--- config.mk ---
export PLATFORM = sky130hd
export DESIGN_NAME = vga_sprite_engine
export DESIGN_NICKNAME = d
export VERILOG_FILES = /design/src/rtl/vga_sprite_engine_pkg.sv /design/src/rtl/vga_sprite_engine_timing.sv /design/src/rtl/vga_sprite_engine.sv
export SDC_FILE = /design/constraint.sdc
export NUM_CORES = 2
export LEC_CHECK = 0
export CORE_ASPECT_RATIO = 0.8
export CORE_UTILIZATION = 50
export DETAILED_ROUTE_END_ITERATION = 7
export PLACE_DENSITY = 0.77
export SLEW_MARGIN = 10
export SYNTH_ARGS = -nofsm -noshare
export SYNTH_HDL_FRONTEND = slang
export SYNTH_HIERARCHICAL = 1
export SYNTH_SLANG_ARGS = --single-unit
--- constraint.sdc ---
create_clock -name i_clk -period 7.3 [get_ports i_clk]
set_clock_uncertainty 0.2 [all_clocks]
set_input_delay 1.825 -clock i_clk [delete_from_list [all_inputs] [get_ports i_clk]]
set_output_delay 1.825 -clock i_clk [all_outputs]
set_load 0.02 [all_outputs]
--- src/rtl/vga_sprite_engine_pkg.sv ---
// rtl/vga_sprite_engine_pkg.sv - shared timing defaults, field offsets and widths
package vga_sprite_engine_pkg;

    localparam int H_ACTIVE_D = 640;
    localparam int H_FP_D     = 16;
    localparam int H_SYNC_D   = 96;
    localparam int H_BP_D     = 48;
    localparam int V_ACTIVE_D = 480;
    localparam int V_FP_D     = 10;
    localparam int V_SYNC_D   = 2;
    localparam int V_BP_D     = 33;

    localparam int COORD_W = 11;
    localparam int CMP_W   = 12;
    localparam int COLOR_W = 24;
    localparam int X_LSB   = 0;
    localparam int Y_LSB   = 16;

    // Widened so that coordinate + sprite size cannot wrap
    function automatic logic [CMP_W-1:0] ext(input logic [COORD_W-1:0] c);
        return {1'b0, c};
    endfunction

endpackage

--- src/rtl/vga_sprite_engine_timing.sv ---
// rtl/vga_sprite_engine_timing.sv - pixel-tick divider, H/V counters and raw sync/active
module vga_sprite_engine_timing
    import vga_sprite_engine_pkg::*;
#(
    parameter int H_ACTIVE = H_ACTIVE_D,
    parameter int H_FP     = H_FP_D,
    parameter int H_SYNC   = H_SYNC_D,
    parameter int H_BP     = H_BP_D,
    parameter int V_ACTIVE = V_ACTIVE_D,
    parameter int V_FP     = V_FP_D,
    parameter int V_SYNC   = V_SYNC_D,
    parameter int V_BP     = V_BP_D,
    parameter int PIX_DIV  = 4,
    parameter bit SYNC_ACT = 1'b0
) (
    input  logic               i_clk,
    input  logic               i_rst,
    input  logic               i_en,
    output logic               o_tick,
    output logic [COORD_W-1:0] o_h,
    output logic [COORD_W-1:0] o_v,
    output logic               o_hs,
    output logic               o_vs,
    output logic               o_active
);

    localparam int H_TOT = H_ACTIVE + H_FP + H_SYNC + H_BP;
    localparam int V_TOT = V_ACTIVE + V_FP + V_SYNC + V_BP;
    localparam int DIV_W = (PIX_DIV > 1) ? $clog2(PIX_DIV) : 1;

    logic [DIV_W-1:0]   r_div;
    logic [COORD_W-1:0] r_h;
    logic [COORD_W-1:0] r_v;
    logic               w_tick;

    assign w_tick = i_en && (r_div == DIV_W'(PIX_DIV - 1));

    always_ff @(posedge i_clk or negedge i_rst) begin
        if (!i_rst) begin
            r_div <= '0;
            r_h   <= '0;
            r_v   <= '0;
        end else begin
            if (i_en)
                r_div <= w_tick ? '0 : r_div + 1'b1;
            if (w_tick) begin
                if (r_h == COORD_W'(H_TOT - 1)) begin
                    r_h <= '0;
                    r_v <= (r_v == COORD_W'(V_TOT - 1)) ? '0 : r_v + 1'b1;
                end else begin
                    r_h <= r_h + 1'b1;
                end
            end
        end
    end

    assign o_tick   = w_tick;
    assign o_h      = r_h;
    assign o_v      = r_v;
    assign o_hs     = (r_h >= COORD_W'(H_ACTIVE + H_FP) && r_h < COORD_W'(H_ACTIVE + H_FP + H_SYNC))
                      ? SYNC_ACT : ~SYNC_ACT;
    assign o_vs     = (r_v >= COORD_W'(V_ACTIVE + V_FP) && r_v < COORD_W'(V_ACTIVE + V_FP + V_SYNC))
                      ? SYNC_ACT : ~SYNC_ACT;
    assign o_active = (r_h < COORD_W'(H_ACTIVE)) && (r_v < COORD_W'(V_ACTIVE));

endmodule

--- src/rtl/vga_sprite_engine.sv ---
// rtl/vga_sprite_engine.sv - VGA timing plus N-channel fixed-priority rectangular sprite compositor
module vga_sprite_engine
    import vga_sprite_engine_pkg::*;
#(
    parameter int H_ACTIVE = H_ACTIVE_D,
    parameter int H_FP     = H_FP_D,
    parameter int H_SYNC   = H_SYNC_D,
    parameter int H_BP     = H_BP_D,
    parameter int V_ACTIVE = V_ACTIVE_D,
    parameter int V_FP     = V_FP_D,
    parameter int V_SYNC   = V_SYNC_D,
    parameter int V_BP     = V_BP_D,
    parameter int PIX_DIV  = 4,
    parameter int N_SPR    = 11,
    parameter int SPR_W    = 32,
    parameter int SPR_H    = 16,
    parameter bit SYNC_ACT = 1'b0
) (
    input  logic                     i_clk,
    input  logic                     i_rst,
    input  logic                     i_en,
    input  logic [32*N_SPR-1:0]      i_spr_xy,
    input  logic [COLOR_W*N_SPR-1:0] i_spr_color,
    input  logic [N_SPR-1:0]         i_spr_en,
    input  logic [COLOR_W-1:0]       i_bg_color,
    output logic                     o_hs,
    output logic                     o_vs,
    output logic                     o_video_on,
    output logic [7:0]               o_red,
    output logic [7:0]               o_green,
    output logic [7:0]               o_blue,
    output logic                     o_frame_start,
    output logic [COORD_W-1:0]       o_hcount,
    output logic [COORD_W-1:0]       o_vcount
);

    logic               w_tick, w_hs, w_vs, w_active;
    logic [COORD_W-1:0] w_h, w_v;
    logic [N_SPR-1:0]   w_hit;
    logic [COLOR_W-1:0] w_pix;
    logic               w_latch;
    logic               w_unused_xy;

    logic [COORD_W-1:0] r_sh_x     [N_SPR];
    logic [COORD_W-1:0] r_sh_y     [N_SPR];
    logic [COLOR_W-1:0] r_sh_color [N_SPR];
    logic [N_SPR-1:0]   r_sh_en;

    logic [N_SPR-1:0]   r1_hit;
    logic               r1_active, r1_hs, r1_vs;
    logic [COLOR_W-1:0] r2_rgb;
    logic               r2_active, r2_hs, r2_vs;
    logic               r_frame_start;

    vga_sprite_engine_timing #(
        .H_ACTIVE(H_ACTIVE), .H_FP(H_FP), .H_SYNC(H_SYNC), .H_BP(H_BP),
        .V_ACTIVE(V_ACTIVE), .V_FP(V_FP), .V_SYNC(V_SYNC), .V_BP(V_BP),
        .PIX_DIV(PIX_DIV), .SYNC_ACT(SYNC_ACT)
    ) u_timing (
        .i_clk(i_clk), .i_rst(i_rst), .i_en(i_en),
        .o_tick(w_tick), .o_h(w_h), .o_v(w_v),
        .o_hs(w_hs), .o_vs(w_vs), .o_active(w_active)
    );

    assign w_unused_xy = ^i_spr_xy;

    // Shadows load at the start of vertical blanking, so a frame never sees a half-updated set
    assign w_latch = w_tick && (w_h == '0) && (w_v == COORD_W'(V_ACTIVE));

    always_ff @(posedge i_clk or negedge i_rst) begin
        if (!i_rst) begin
            for (int i = 0; i < N_SPR; i++) begin
                r_sh_x[i]     <= '0;
                r_sh_y[i]     <= '0;
                r_sh_color[i] <= '0;
            end
            r_sh_en <= '0;
        end else if (w_latch) begin
            for (int i = 0; i < N_SPR; i++) begin
                r_sh_x[i]     <= i_spr_xy[32*i+X_LSB +: COORD_W];
                r_sh_y[i]     <= i_spr_xy[32*i+Y_LSB +: COORD_W];
                r_sh_color[i] <= i_spr_color[COLOR_W*i +: COLOR_W];
            end
            r_sh_en <= i_spr_en;
        end
    end

    for (genvar i = 0; i < N_SPR; i++) begin : g_hit
        assign w_hit[i] = r_sh_en[i]
            && (ext(w_h) >= ext(r_sh_x[i])) && (ext(w_h) < ext(r_sh_x[i]) + CMP_W'(SPR_W))
            && (ext(w_v) >= ext(r_sh_y[i])) && (ext(w_v) < ext(r_sh_y[i]) + CMP_W'(SPR_H));
    end

    // Scan downward so the lowest-index hit is the final assignment
    always_comb begin
        w_pix = i_bg_color;
        for (int i = N_SPR - 1; i >= 0; i--) begin
            if (r1_hit[i])
                w_pix = r_sh_color[i];
        end
    end

    always_ff @(posedge i_clk or negedge i_rst) begin
        if (!i_rst) begin
            r1_hit        <= '0;
            r1_active     <= 1'b0;
            r1_hs         <= ~SYNC_ACT;
            r1_vs         <= ~SYNC_ACT;
            r2_rgb        <= '0;
            r2_active     <= 1'b0;
            r2_hs         <= ~SYNC_ACT;
            r2_vs         <= ~SYNC_ACT;
            r_frame_start <= 1'b0;
        end else begin
            if (i_en)
                r_frame_start <= w_tick && (w_h == '0) && (w_v == '0);
            if (w_tick) begin
                r1_hit    <= w_hit;
                r1_active <= w_active;
                r1_hs     <= w_hs;
                r1_vs     <= w_vs;
                r2_rgb    <= r1_active ? w_pix : '0;
                r2_active <= r1_active;
                r2_hs     <= r1_hs;
                r2_vs     <= r1_vs;
            end
        end
    end

    assign o_hs          = r2_hs;
    assign o_vs          = r2_vs;
    assign o_video_on    = r2_active;
    assign o_red         = r2_rgb[23:16];
    assign o_green       = r2_rgb[15:8];
    assign o_blue        = r2_rgb[7:0];
    assign o_frame_start = r_frame_start;
    assign o_hcount      = w_h;
    assign o_vcount      = w_v;

endmodule

==> flow_summary.yaml <==
outcome:
  status: "finished, final reports clean"
routing:
  drtIter0Drc: 2437
  vias: 28300
  finalWirelength_mm: 114
  firstDrtPassIters: 6
  viasPerCell: 5.82
  ant_nets: 0
  remaining_drc_errors: 0
  wire_per_inst_um: 23.5
sta:
  worst_pin_slew_ps: 1400
  fin_tns_setup_ps: 0
  setup_violations: 0
  rsz0062_at_grt: "false"
  worst_slew_margin_rel: 0.0556
  drv_slew: 0
  fin_ws_ps: 2220
  clock.fmax_ghz: 0.197
  post-route-period-util: 0.695
  finalHoldViolCount: 0
  finalCriticalPeriod_ps: 5080
yosys:
  post-synth-top-area-cell: "dfrtp_1"
  synthDistinctLibCells: 62
  syn_area_per_cell_um2: 11.1
  yosysSeqAreaShare: 0.403
  ys_ff_latch: 583
  synthTopCellsByCount: "dfrtp_1 (579), ha_1 (413), mux2_2 (395)"
  netlist_area_um2: 36200
  synth-edff-count: 0
  synth.most_common_cell: "dfrtp_1"
  yosys_warnings: 6
  synthCells: 3257
  synth_ff_type: "dfrtp_1"
  synth.area.top_cells: "dfrtp_1 (40%), ha_1 (14%), mux2_2 (12%)"
  synth.top_cell.area_share: 0.400
  async_flop_share: 1.00
  synth_nets: 4324
cts:
  cts_tree: "done"
  clock_sinks: 583
  ctsResizeCount: 0
  cts-htree-levels: 2
  cts_inserted_buffers: 61
  cts_buffer_depth: 3
  cts_setup_buffers: 0
  clkSlewWorstSetupHoldPaths_ps: 70
  clk_latency_ps: 650
  ctsHoldBuffers: 0
  cts_root_buf: "clkbuf_16"
layout:
  multi_input_area_um2: 19900
  fill_cells: 5548
  areaGrowthSynthToFinish_pct: 25.6
  regArea_um2: 14600
  nets: 4909
  layout-drive-gt1-share: 0.174
critical_path:
  worstPathRequired_ps: 7640
  critical_path_arrival_ps: 5420
  start_kind: "input port"
  crit_type: "input port to register"
  endpoint_kind: "register"
  r2r_setup_slack_ps: 3450
  crit_fanout: 64
floorplan:
  die_x_um: 303
  io_pins: 704
  initial_core_util: 0.510
  die_h_um: 243
  num_rows: 87
  dieArea_um2: 73600
  core-area_um2: 71100
placed_design:
  place_congestion: 0.926
  io_buffers: 593
  dp_hpwl_mm: 83.0
  place_ws_ps: 1770
flow_run:
  max-cap-violations: 0
grt:
  overflow: 0
  grt_max_degree: 129
  first_global_vias: 28000
  grt.total_usage: 0.309
  antenna_found_initial: 36
  grt_pass1_wl_mm: 172
hold_path:
  hp-class: "register to register"
pwr:
  p_leak_nw: 21.1
  power_per_cell_area_nw_per_um2: 174
  peakVddDrop_mv: 0.179
==> sequential cells by signal, indices dropped and copies added (netlist names) <==
| register | count |
|---|---|
| o_frame_start | 1 |
| o_hs | 1 |
| o_video_on | 1 |
| o_vs | 1 |
| r1_active | 1 |
| r1_hit | 11 |
| r1_hs | 1 |
| r1_vs | 1 |
| r2_rgb | 24 |
| r_sh_color | 264 |
| r_sh_en | 11 |
| r_sh_x | 121 |
| r_sh_y | 121 |
| u_timing/o_h | 11 |
| u_timing/o_v | 11 |
| u_timing/r_div | 2 |
==> final timing paths <==
path	start	endpoint	cells past startpoint
worst max-delay path	i_en	r1_hit[6]	8
worst min-delay path	r_sh_color[136]	r_sh_color[136]	1
worst max register to register	u_timing/o_v[0]	r1_hit[6]	8
worst min register to register	r_sh_color[136]	r_sh_color[136]	1
max in group asynchronous	i_rst	r_sh_color[99]	2
min in group asynchronous	i_rst	r_sh_x[73]	1
==> layout by cell type, fill, tap and decap left out, types with 23 or more instances in the layout <==
cell             count
a21oi_1            133
and3_1              23
clkdlybuf4s50_1    592
diode_2             34
a211oi_1            42
mux2_4             100
a21o_1              36
mux2i_1             46
nand2_1             92
o31ai_1             32
nand3_1            112
a221oi_1            32
a31oi_1             26
o21ai_0            133
nor4_1              30
dfrtp_1            574
nor2_1              47
mux2_1              30
nor2b_1             60
o22ai_1             35
mux2_2             395
ha_1               413
clkbuf_16           61
nor3_1              45
inv_1              292
nand2b_1            50
nand4_1             38
buf_4               42
xnor2_1            105
==> layout make-up <==
cell class | instances | area share
multi-input cells | 2257 | 0.438
flip-flops and latches | 583 | 0.321
repair buffers | 645 | 0.142
clock buffers | 84 | 0.0385
well taps | 934 | 0.0257
inverters | 294 | 0.0243
clock inverters | 32 | 0.00929
diodes | 34 | 0.00187
==> power breakdown <==
part	leakage (nW)	switching, mW	internal [mW]
sequential	8.10	0.0259	3.26
clock	1.07	1.42	1.97
combinational	11.9	0.647	0.579
==> worst max-delay path, cell delays in order <==
cell and delay, ps:
clkdlybuf4s50_1 580, nand2_1 220, clkinv_2 380, buf_4 670
nand2_1 100, o21ai_0 1100, o22ai_1 220, a311oi_1 290
==> stage by stage <==
| step | instance area, um^2 | cells | utilization | hold slack [ps] | power, mW |
|---|---|---|---|---|---|
| finish | 45500 | 4863 | 0.641 | 290 | 7.90 |
| global route | 45500 | 4863 | 0.641 | 310 | 8.18 |
| CTS | 45400 | 4829 | 0.639 | 296 | 7.94 |
| detailed placement | 43300 | 4713 | 0.609 | 281 | 4.55 |
| global placement | 43300 | 4713 | 0.609 | 274 | 4.52 |
| floorplan | 36200 | 3257 | - | 264 | 3.84 |
==> kinds of logic after synthesis <==
kind of cell,share of synthesized area
simple gates,0.0786
compound gates,0.115
buf+inv,0.0480
flops,0.403
fa+ha+maj,0.143
mux,0.186
xor+xnor,0.0266
==> per-layer routing <==
metal  GRT usage  vias to the layer above  part of all wire
met2       0.449                      971              0.43
met5           0                        -           0.00038
met4       0.118                        6             0.037
met1       0.446                    14000              0.45
li1            -                    13100                 -
met3      0.0669                      205             0.076
Power figures use the tool's default switching activity.
